--- config.mk ---
export PLATFORM = sky130hd
export DESIGN_NAME = ooo_read_responder
export DESIGN_NICKNAME = d
export VERILOG_FILES = /design/src/rtl/rob_pkg.sv /design/src/rtl/ooo_slot.sv /design/src/rtl/ooo_read_responder.sv
export SDC_FILE = /design/constraint.sdc
export NUM_CORES = 1
export LEC_CHECK = 0
export CAP_MARGIN = 30
export CORE_UTILIZATION = 45
export CTS_CLUSTER_SIZE = 28
export DETAILED_ROUTE_END_ITERATION = 16
export PLACE_DENSITY_LB_ADDON = 0.25
export SYNTH_ARGS = -nofsm -noshare
export SYNTH_HDL_FRONTEND = slang
export SYNTH_SLANG_ARGS = --single-unit
--- constraint.sdc ---
create_clock -name clk -period 11.27 [get_ports clk]
set_clock_uncertainty 0.05 [all_clocks]
set_input_delay 3.381 -clock clk [delete_from_list [all_inputs] [get_ports clk]]
set_output_delay 3.381 -clock clk [all_outputs]
set_load 0.01 [all_outputs]
--- src/rtl/rob_pkg.sv ---
// Shared types for the out-of-order read responder: ID width, slot FSM states.
package rob_pkg;
    localparam int ID_WIDTH = 4;
    localparam int NUM_IDS  = 16;
    localparam int TIMER_W  = 8;

    typedef logic [ID_WIDTH-1:0] id_t;
    typedef enum logic [1:0] {IDLE, WAIT, READY, ISSUED} slot_state_t;
endpackage

--- src/rtl/ooo_slot.sv ---
// One per-ID slot: latency timer, captured sequence number and lifecycle FSM.
module ooo_slot
    import rob_pkg::*;
#(
    parameter int DATA_WIDTH = 8
) (
    input  logic                  clk,
    input  logic                  rst_n,
    input  logic                  i_load,
    input  logic [TIMER_W-1:0]    i_lat,
    input  logic [DATA_WIDTH-1:0] i_seq,
    input  logic                  i_grant,
    input  logic                  i_retire,
    output slot_state_t           o_state,
    output logic [DATA_WIDTH-1:0] o_seq
);
    slot_state_t           r_state, w_state_nxt;
    logic [TIMER_W-1:0]    r_timer, w_timer_nxt;
    logic [DATA_WIDTH-1:0] r_seq;

    always_ff @(posedge clk) begin
        if (!rst_n) begin
            r_state <= IDLE;
            r_timer <= '0;
            r_seq   <= '0;
        end else begin
            r_state <= w_state_nxt;
            r_timer <= w_timer_nxt;
            if (i_load && r_state == IDLE)
                r_seq <= i_seq;
        end
    end

    always_comb begin
        w_state_nxt = r_state;
        w_timer_nxt = r_timer;
        case (r_state)
            IDLE: if (i_load) begin
                w_state_nxt = WAIT;
                w_timer_nxt = i_lat;
            end
            // Timer holds L-1 on entry, so READY is reached L edges after accept.
            WAIT: if (r_timer == '0) w_state_nxt = READY;
                  else               w_timer_nxt = r_timer - TIMER_W'(1);
            READY:  if (i_grant)  w_state_nxt = ISSUED;
            ISSUED: if (i_retire) w_state_nxt = IDLE;
            default: w_state_nxt = IDLE;
        endcase
    end

    assign o_state = r_state;
    assign o_seq   = r_seq;
endmodule

--- src/rtl/ooo_read_responder.sv ---
// Read target returning R beats out of order after an ID-dependent latency;
// rdata carries the request's arrival sequence number so ordering is observable.
module ooo_read_responder
    import rob_pkg::*;
#(
    parameter int         DATA_WIDTH      = 8,
    parameter int         MIN_LAT         = 2,
    parameter logic [2:0] LAT_XOR         = 3'd0,
    parameter int         MAX_OUTSTANDING = 16,
    parameter int         DATA_OFFSET     = 0
) (
    input  logic                  clk,
    input  logic                  rst_n,
    input  logic [3:0]            s_arid_i,
    input  logic                  s_arvalid_i,
    output logic                  s_arready_o,
    output logic [DATA_WIDTH-1:0] s_rdata_o,
    output logic [3:0]            s_rid_o,
    output logic                  s_rvalid_o,
    input  logic                  s_rready_i
);
    localparam int CNT_W = 5;

    slot_state_t           w_state [NUM_IDS];
    logic [DATA_WIDTH-1:0] w_seq   [NUM_IDS];
    logic [NUM_IDS-1:0]    w_load, w_grant, w_retire;
    logic [TIMER_W-1:0]    w_lat;
    logic                  w_ar_fire, w_r_fire, w_load_en, w_grant_vld;
    id_t                   w_grant_id;

    logic [DATA_WIDTH-1:0] r_seq_cnt;
    logic [CNT_W-1:0]      r_outst;
    id_t                   r_rr;
    logic                  r_rvalid;
    id_t                   r_rid;
    logic [DATA_WIDTH-1:0] r_rdata;

    assign s_arready_o = (w_state[s_arid_i] == IDLE) &&
                         (r_outst < CNT_W'(MAX_OUTSTANDING)) && rst_n;
    assign w_ar_fire   = s_arvalid_i && s_arready_o;
    assign w_r_fire    = r_rvalid && s_rready_i;
    assign w_load_en   = !r_rvalid || s_rready_i;
    assign w_lat       = TIMER_W'(MIN_LAT - 1) + TIMER_W'(s_arid_i[2:0] ^ LAT_XOR);

    // Round-robin: first READY slot strictly after the last granted ID.
    always_comb begin
        w_grant_vld = 1'b0;
        w_grant_id  = '0;
        for (int k = 1; k <= NUM_IDS; k++) begin
            if (!w_grant_vld && w_state[id_t'(r_rr + id_t'(k))] == READY) begin
                w_grant_vld = 1'b1;
                w_grant_id  = id_t'(r_rr + id_t'(k));
            end
        end
    end

    always_comb begin
        w_load   = '0;
        w_grant  = '0;
        w_retire = '0;
        w_load[s_arid_i]   = w_ar_fire;
        w_grant[w_grant_id] = w_grant_vld && w_load_en;
        w_retire[r_rid]    = w_r_fire;
    end

    for (genvar g = 0; g < NUM_IDS; g++) begin : g_slot
        ooo_slot #(.DATA_WIDTH(DATA_WIDTH)) u_slot (
            .clk      (clk),
            .rst_n    (rst_n),
            .i_load   (w_load[g]),
            .i_lat    (w_lat),
            .i_seq    (r_seq_cnt),
            .i_grant  (w_grant[g]),
            .i_retire (w_retire[g]),
            .o_state  (w_state[g]),
            .o_seq    (w_seq[g])
        );
    end

    always_ff @(posedge clk) begin
        if (!rst_n) begin
            r_seq_cnt <= '0;
            r_outst   <= '0;
            r_rr      <= id_t'(NUM_IDS - 1);
            r_rvalid  <= 1'b0;
            r_rid     <= '0;
            r_rdata   <= '0;
        end else begin
            if (w_ar_fire)
                r_seq_cnt <= r_seq_cnt + DATA_WIDTH'(1);
            case ({w_ar_fire, w_r_fire})
                2'b10:   r_outst <= r_outst + CNT_W'(1);
                2'b01:   r_outst <= r_outst - CNT_W'(1);
                default: r_outst <= r_outst;
            endcase
            // Reload in the retire cycle so back-to-back beats carry no bubble.
            if (w_load_en) begin
                r_rvalid <= w_grant_vld;
                if (w_grant_vld) begin
                    r_rid   <= w_grant_id;
                    r_rdata <= w_seq[w_grant_id] + DATA_WIDTH'(DATA_OFFSET);
                    r_rr    <= w_grant_id;
                end
            end
        end
    end

    assign s_rvalid_o = r_rvalid;
    assign s_rid_o    = r_rid;
    assign s_rdata_o  = r_rdata;
endmodule
==> flow_metrics.py, run 1 <==
metrics = {
    "synth": {
        "yosysSeqAreaShare": 0.321,
        "synthesis.area_mm2": 0.0198,
        "synthXorXnorAreaFrac": 0.0327,
        "yosys-top-cells-area": "dfxtp_1 (32%), mux2i_1 (12%), ha_1 (7.1%)",
        "yosysTopAreaCell": "dfxtp_1",
        "synth_top_cell_area_share": 0.321,
        "synth_nets": 2473,
        "synth_simple_gate_area_share": 0.202,
        "synthAdderAreaFrac": 0.0717,
        "synth_cell_types": 93,
        "synth_compound_area_frac": 0.173,
        "synth-edff-count": 0,
        "ys_async_sr_fraction": 0,
        "yosysWarnings": 0,
        "synth-seq-cells": 318,
        "synthFlopType": "dfxtp_1",
        "synth_top_family_by_area": "simple AND/OR/NAND/NOR gates",
        "synthMuxAreaShare": 0.147,
        "synthCells": 2352,
        "synth.avg_cell_area_um2": 8.42,
    },
    "floorplan": {
        "die_h_um": 212,
        "ios": 22,
        "die_area_mm2": 0.0449,
        "start_util": 0.458,
        "core_mm2": 0.0433,
        "placementRows": 76,
        "die_width_um": 212,
    },
    "route": {
        "dr.pass1.iters": 5,
        "num_vias": 17000,
        "antenna_left": 0,
        "drc": 0,
        "wl_per_cell_um": 19.3,
        "wirelength_um": 55900,
        "drtIter0Drc": 1361,
        "via_per_inst": 5.88,
    },
    "timing": {
        "slew_headroom": 0.342,
        "setup_viol": 0,
        "fin_hold_ws_ns": 0.439,
        "rsz0062_at_grt": "false",
        "max_freq_mhz": 109,
        "finalCritPeriodShare": 0.816,
        "worst_pin_slew_ns": 0.982,
        "slew_violations": 0,
        "hold_viol": 0,
        "fin_crit_ns": 9.20,
        "fin_setup_tns_ns": 0,
    },
    "global_route": {
        "antenna_found_initial": 0,
        "track_usage": 0.249,
        "grt_max_degree": 90,
        "first_global_vias": 16400,
        "grt_pass1_wl_um": 88400,
        "grt_overflow_total": 0,
    },
    "worst_setup_path": {
        "cp.arrival_ns": 5.77,
        "path_delay_family": "buffers and inverters",
        "crit_slowest_cell": "buf_2",
        "cp-start-kind": "primary input",
        "crit_type": "primary input to primary output",
        "critPathMaxStageDelay_ns": 0.71,
        "worstSetupEndpointType": "primary output",
        "crit_chain": "buf_2 > a31oi_1 > mux4_2 > a21oi_1 > clkdlybuf4s50_1",
        "crit_buf_inv": 2,
        "cp_max_fo": 45,
        "required_ns": 7.84,
    },
    "clocking": {
        "cts_buffers": 38,
        "clkLatencyLatePin_ns": 0.59,
        "htreeDepth": 2,
        "cts_resized": 0,
        "cts_tree": "yes",
        "cts_buffer_depth": 3,
        "post_cts_buffers": 0,
        "cts_num_sinks": 318,
        "path_clk_slew_ns": 0.06,
        "cts_root_buf": "clkbuf_16",
        "hold_buffers": 0,
    },
    "run": {
        "maxCapViolCount": 0,
    },
    "power": {
        "power_density_mw_per_mm2": 347,
        "total_power_mw": 7.46,
        "irDropWorstVdd_mv": 0.248,
        "p_leak_nw": 9.01,
    },
    "finish": {
        "insertedDiodeCount": 0,
        "area_growth_pct": 8.44,
        "mostFrequentLayoutCells": "dfxtp_1 (318), nor2_1 (280), mux2i_1 (232)",
        "final_common_cell": "dfxtp_1",
        "layout-drive-gt1-share": 0.0704,
        "num-nets-final": 2395,
    },
    "placed_design": {
        "dp_hpwl_um": 39200,
        "numPortBuffers": 21,
        "gp_congestion": 0.966,
    },
    "min_path": {
        "hold_path_class": "register to register",
    },
    "outcome": {
        "status": "finished, final reports clean",
    },
}
[Yosys cell counts, drive strengths merged, types with 3 or more instances]
master / number
a221oi: 6
or3: 23
o221ai: 4
a211oi: 23
o32ai: 3
nand3: 39
nand3b: 5
o31ai: 17
mux4: 19
nand4: 8
a22oi: 26
inv: 97
and3: 22
nor4: 50
o22ai: 9
o41ai: 4
nand2: 126
nor3b: 12
o21a: 5
a31oi: 20
o221a: 16
a31o: 3
and2: 25
nand2b: 62
nor2b: 80
xnor2: 62
nor2: 282
buf: 31
clkbuf: 124
o21ai: 155
xor2: 12
a21o: 8
a21boi: 14
a311oi: 7
a211o: 20
dfxtp: 318
mux2: 14
ha: 112
o211ai: 22
or2: 4
a2111oi: 12
nor3: 59
mux2i: 232
a21oi: 125
[power by group]
part,switching [mW],internal [mW]
Clock,0.508,0.732
Sequential,0.220,1.32
Combinational,2.98,1.69
Total,3.71,3.75
[sequential cells by signal, summed over array words and instances, names as in the netlist]
name,flops
g_slot.u_slot.r_timer,128
s_rid_o,4
g_slot.u_slot.o_state,32
r_seq_cnt,8
r_outst,5
r_rr,4
g_slot.u_slot.o_seq,128
s_rvalid_o,1
s_rdata_o,8
[metal layers]
layer / wire length [um] / GRT usage
met5: 0 / 0
met4: 2300 / 0.112
met3: 3060 / 0.0328
met2: 26000 / 0.419
met1: 24500 / 0.318
[worst reg2reg max path, stage by stage, from the launching register on]
cell      delay (ns)
dfxtp_1         0.30
buf_4           0.33
clkinv_1        0.49
ha_1            0.99
mux4_2          0.68
and3_1          0.22
or4_1           0.60
or4b_4          0.59
or3_1           0.52
o22a_4          0.42
nor3_2          0.85
a22oi_1         0.26
a21oi_1         0.39
a211oi_2        0.06
[logic make-up (layout without fill, tap and decap cells)]
logic type,Yosys count,count (layout)
AOI/OAI and AO/OA,522,522
xor gates and xnor gates,74,74
adders and majority gates,113,113
buffers and inverters,254,204
DFF,318,318
muxes,265,265
and+or+nand+nor,806,806
[metrics by stage]
step,setup slack [ns],utilization,cells,area (um2)
final,2.07,0.497,2887,21500
after global routing,1.98,0.497,2887,21500
after CTS,2.10,0.497,2887,21500
after detailed placement,2.11,0.467,2819,20200
after global placement,2.18,0.467,2816,20200
after floorplan,3.10,-,2352,19800
[final timing paths]
kind / from / endpoint / slack [ns] / cells after the start
worst max-delay path: s_arid_i[0] / s_arready_o / 2.07 / 5
worst min-delay path: g_slot[13].u_slot.r_timer[2] / g_slot[13].u_slot.r_timer[2] / 0.44 / 2
worst max register to register: r_rr[2] / s_rdata_o[6] / 4.40 / 13
worst min register to register: g_slot[13].u_slot.r_timer[2] / g_slot[13].u_slot.r_timer[2] / 0.44 / 2
[cell type report]
cell class                 instances  area (um2)
fill                            4090       21800
multi-input combinational       1780       12400
sequential                       318        6370
clock buffer                      54        1100
tap                              585         732
inverter                          99         374
timing repair buffer              37         320
clock inverter                    14         168
(Power assumes the default switching activity.)
==> run 2: changes to the inputs <==
==> constraint.sdc (replaced) <==
create_clock -name clk -period 9.2 [get_ports clk]
set_clock_uncertainty 0.05 [all_clocks]
set_input_delay 2.76 -clock clk [delete_from_list [all_inputs] [get_ports clk]]
set_output_delay 2.76 -clock clk [all_outputs]
set_load 0.01 [all_outputs]
==> run 2 against run 1 <==
  * Sequential share of layout area about the same
  * Combinational power rose by 22%
  * Non-clock buffer count is 1 higher
  * Critical path type unchanged
  * Critical endpoint unchanged
==> flow_metrics.py, run 2 (synthesis results as in run 1) <==
metrics = {
    "outcome": {
        "status": "finished, final reports clean",
    },
    "worst_setup_path": {
        "reg2reg_slack_ns": 2.50,
        "cp-start-kind": "primary input",
        "required_ns": 6.39,
        "crit_type": "primary input to primary output",
        "cp_max_fo": 45,
        "crit_end": "s_arready_o",
        "reg2regPathDepth": 15,
        "r2r_end": "s_rdata_o[2]",
        "crit_start": "s_arid_i[0]",
        "worstSetupEndpointType": "primary output",
        "worstReg2RegStart": "r_rr[0]",
        "cp.arrival_ns": 5.25,
    },
    "floorplan": {
        "placementRows": 76,
        "die_width_um": 212,
        "core_mm2": 0.0433,
        "ios": 22,
        "start_util": 0.458,
        "die_area_mm2": 0.0449,
        "die_h_um": 212,
    },
    "placed_design": {
        "numPortBuffers": 21,
        "dp_hpwl_um": 39000,
        "gp_congestion": 0.967,
        "dp_slack_ns": 1.24,
    },
    "clocking": {
        "cts_root_buf": "clkbuf_16",
        "cts_resized": 0,
        "hold_buffers": 0,
        "cts_num_sinks": 318,
        "htreeDepth": 2,
        "cts_buffer_depth": 3,
        "clkLatencyLatePin_ns": 0.57,
        "cts_tree": "yes",
        "post_cts_buffers": 0,
        "cts_buffers": 37,
        "path_clk_slew_ns": 0.05,
    },
    "power": {
        "irDropWorstVdd_mv": 0.461,
        "p_leak_nw": 9.02,
        "total_power_mw": 9.15,
        "power_density_mw_per_mm2": 425,
    },
    "finish": {
        "nFillCells": 4100,
        "final_common_cell": "dfxtp_1",
        "layout-drive-gt1-share": 0.0695,
        "regArea_mm2": 0.00637,
        "final_core_util": 0.497,
        "multi_input_area_mm2": 0.0124,
        "insertedDiodeCount": 0,
        "mostFrequentLayoutCells": "dfxtp_1 (318), nor2_1 (280), mux2i_1 (232)",
        "num-nets-final": 2395,
        "area_growth_pct": 8.58,
    },
    "timing": {
        "fin_setup_tns_ns": 0,
        "finalCritPeriodShare": 0.876,
        "setup_viol": 0,
        "hold_viol": 0,
        "fin_crit_ns": 8.06,
        "worst_pin_slew_ns": 0.991,
        "slew_headroom": 0.336,
        "fin_ws_ns": 1.14,
        "max_freq_mhz": 124,
        "rsz0062_at_grt": "false",
        "slew_violations": 0,
    },
    "route": {
        "via_per_inst": 5.85,
        "dr.pass1.iters": 5,
        "drtIter0Drc": 1388,
        "drc": 0,
        "num_vias": 16900,
        "wl_per_cell_um": 19.4,
        "wirelength_um": 55900,
        "antenna_left": 0,
    },
    "global_route": {
        "track_usage": 0.251,
        "grt_overflow_total": 0,
        "antenna_found_initial": 0,
        "grt_pass1_wl_um": 89200,
        "grt_max_degree": 89,
        "first_global_vias": 16400,
    },
    "min_path": {
        "holdPathStages": 2,
        "hold_path_class": "register to register",
    },
    "run": {
        "maxCapViolCount": 0,
    },
}
==> run 2: cell types whose count changed in the layout (fill, tap and decap cells not counted), sizes merged <==
cell,delta
buf,+1
clkbuf,+4
bufinv,+1
clkinv,-7
==> run 2: area by class of cell <==
cell class	count	share of cell area
Multi-Input combinational cell	1780	0.577
Sequential cell	318	0.296
Clock buffer	58	0.0533
Tap cell	585	0.0340
Inverter	99	0.0174
Timing Repair Buffer	38	0.0154
Clock inverter	8	0.00657
==> run 2: how the worst min path moves through the flow <==
stage	start	end
2_1_floorplan	g_slot[13].u_slot.r_timer[2]	g_slot[13].u_slot.r_timer[2]
4_1_cts	g_slot[13].u_slot.r_timer[2]	g_slot[13].u_slot.r_timer[2]
6_report	g_slot[10].u_slot.o_seq[6]	g_slot[10].u_slot.o_seq[6]
5_1_grt	g_slot[13].u_slot.r_timer[2]	g_slot[13].u_slot.r_timer[2]
3_5_place_dp	g_slot[3].u_slot.o_seq[5]	g_slot[3].u_slot.o_seq[5]
3_3_place_gp	g_slot[13].u_slot.r_timer[2]	g_slot[13].u_slot.r_timer[2]
==> run 2: report_power, final <==
| group | internal [mW] | switching, mW |
|---|---|---|
| combinational | 2.09 | 3.63 |
| sequential | 1.62 | 0.264 |
| clock | 0.943 | 0.606 |
==> run 2: per-stage QoR <==
stage / hold WS [ns] / instances / cell area (um2)
after detailed placement: 0.436 / 2820 / 20200
final: 0.443 / 2886 / 21500
after CTS: 0.448 / 2886 / 21500
after global routing: 0.471 / 2886 / 21500
after global placement: 0.417 / 2819 / 20200
after floorplan: 0.406 / 2352 / 19800
==> run 2: routing by layer <==
layer | GRT usage | wire (um)
met1 | 0.319 | 24400
met3 | 0.0366 | 3250
met5 | 0 | 0
met4 | 0.101 | 1800
met2 | 0.425 | 26500
==> run 2: critical path, stage by stage <==
cell and delay (ns):
buf_2 0.71, a31oi_1 0.23, mux4_2 0.50, a21oi_1 0.34
clkdlybuf4s50_1 0.69
==> run 3: changes to the inputs <==
--- a/config.mk
+++ b/config.mk
@@ -6,6 +6,7 @@
 export NUM_CORES = 1
 export LEC_CHECK = 0
 export CAP_MARGIN = 30
+export CORE_MARGIN = 3
 export CORE_UTILIZATION = 45
 export CTS_CLUSTER_SIZE = 28
 export DETAILED_ROUTE_END_ITERATION = 16
==> run 3 against run 2 <==
  * Global-route usage fell by 1.8 points
  * Total power rose by 0.50%
  * Non-clock buffer count rose by 1
  * Largest power group unchanged
==> flow_metrics.py, run 3 (synthesis results as in run 1) <==
metrics = {
    "clocking": {
        "htreeDepth": 2,
        "hold_buffers": 0,
        "cts_num_sinks": 318,
        "cts_root_buf": "clkbuf_16",
        "clkLatencyLatePin_ns": 0.56,
        "cts_resized": 0,
        "cts_buffer_depth": 3,
        "path_clk_slew_ns": 0.06,
        "cts_buffers": 37,
        "cts_tree": "yes",
        "post_cts_buffers": 0,
    },
    "timing": {
        "rsz0062_at_grt": "false",
        "worst_pin_slew_ns": 1.06,
        "finalCritPeriodShare": 0.866,
        "hold_viol": 0,
        "fin_setup_tns_ns": 0,
        "max_freq_mhz": 126,
        "fin_crit_ns": 7.96,
        "setup_viol": 0,
        "slew_headroom": 0.287,
        "fin_hold_ws_ns": 0.445,
        "slew_violations": 0,
    },
    "route": {
        "num_vias": 17000,
        "drtIter0Drc": 1368,
        "wl_per_cell_um": 19.3,
        "drc": 0,
        "via_per_inst": 5.88,
        "wirelength_um": 55700,
        "antenna_left": 0,
        "dr.pass1.iters": 5,
    },
    "run": {
        "maxCapViolCount": 0,
    },
    "power": {
        "p_int_mw": 4.65,
        "swShare": 0.494,
        "p_leak_nw": 9.02,
        "clkPwrFrac": 0.166,
        "power_density_mw_per_mm2": 427,
        "comb_power_share": 0.629,
        "total_power_mw": 9.19,
        "p_sw_mw": 4.54,
        "irDropWorstVdd_mv": 0.427,
        "sequentialPowerShare": 0.205,
    },
    "finish": {
        "stdcell_count": 2885,
        "area_growth_pct": 8.60,
        "num-nets-final": 2396,
        "nFillCells": 4129,
        "mostFrequentLayoutCells": "dfxtp_1 (318), nor2_1 (280), mux2i_1 (232)",
        "final_common_cell": "dfxtp_1",
        "layout-drive-gt1-share": 0.0704,
        "insertedDiodeCount": 0,
    },
    "global_route": {
        "track_usage": 0.233,
        "grt_pass1_wl_um": 88500,
        "first_global_vias": 16300,
        "antenna_found_initial": 0,
        "grt_overflow_total": 0,
        "grt_max_degree": 78,
    },
    "placed_design": {
        "numPortBuffers": 21,
        "dp_hpwl_um": 38700,
        "dp.cells": 2821,
        "gp_congestion": 0.950,
    },
    "worst_setup_path": {
        "cp.arrival_ns": 5.15,
        "cp-start-kind": "primary input",
        "crit_type": "primary input to primary output",
        "required_ns": 6.39,
        "reg2reg_slack_ns": 2.26,
        "cp_max_fo": 45,
        "worstSetupEndpointType": "primary output",
    },
    "floorplan": {
        "die_width_um": 216,
        "die_area_mm2": 0.0466,
        "ios": 22,
        "placementRows": 76,
        "die_h_um": 216,
        "start_util": 0.458,
        "core_mm2": 0.0433,
    },
    "outcome": {
        "status": "finished, final reports clean",
    },
    "min_path": {
        "hold_path_class": "register to register",
    },
}
[run 3: per-stage QoR]
| step | utilization | worst slack, ns | cell area (um2) |
|---|---|---|---|
| final | 0.497 | 1.24 | 21500 |
| after global placement | 0.467 | 1.33 | 20200 |
| after CTS | 0.497 | 1.26 | 21500 |
| after global routing | 0.497 | 1.15 | 21500 |
| after detailed placement | 0.468 | 1.27 | 20300 |
| after floorplan | - | 2.27 | 19800 |
[run 3: metal layers]
metal | global-route usage | share of wire | vias to the layer above
li1 | - | - | 8211
met1 | 0.301 | 0.44 | 8124
met2 | 0.393 | 0.47 | 491
met3 | 0.0363 | 0.057 | 138
met4 | 0.0864 | 0.036 | 0
met5 | 0 | 0 | -
[run 3: layout make-up]
cell class | count | area (um2) | share of cell area
clock buffer | 55 | 1130 | 0.0527
tap | 585 | 732 | 0.0340
timing repair buffer | 39 | 359 | 0.0167
sequential | 318 | 6370 | 0.296
multi-input combinational | 1780 | 12400 | 0.577
clock inverter | 9 | 128 | 0.00593
inverter | 99 | 374 | 0.0174
[run 3: final timing paths]
check                                from  cells past startpoint                      endpoint
max                           s_arid_i[0]                      5                   s_arready_o
min          g_slot[13].u_slot.r_timer[2]                      2  g_slot[13].u_slot.r_timer[2]
max reg2reg                       r_rr[0]                     16                  s_rdata_o[4]
min reg2reg  g_slot[13].u_slot.r_timer[2]                      2  g_slot[13].u_slot.r_timer[2]
[run 3: worst max-delay path, cell delays in order]
cell and delay, ns:
buf_2 0.67, a31oi_1 0.20, mux4_2 0.51, a21oi_1 0.31
clkdlybuf4s50_1 0.67
[run 3: power by group through the flow]
stage               clock network [mW]  registers (mW)  logic [mW]
finish                            1.52            1.89        5.78
floorplan                            0            1.82        4.28
detailed placement                   0            1.91        5.69
global route                      1.60            1.92        6.22
global placement                     0            1.90        5.59
CTS                               1.55            1.88        5.72
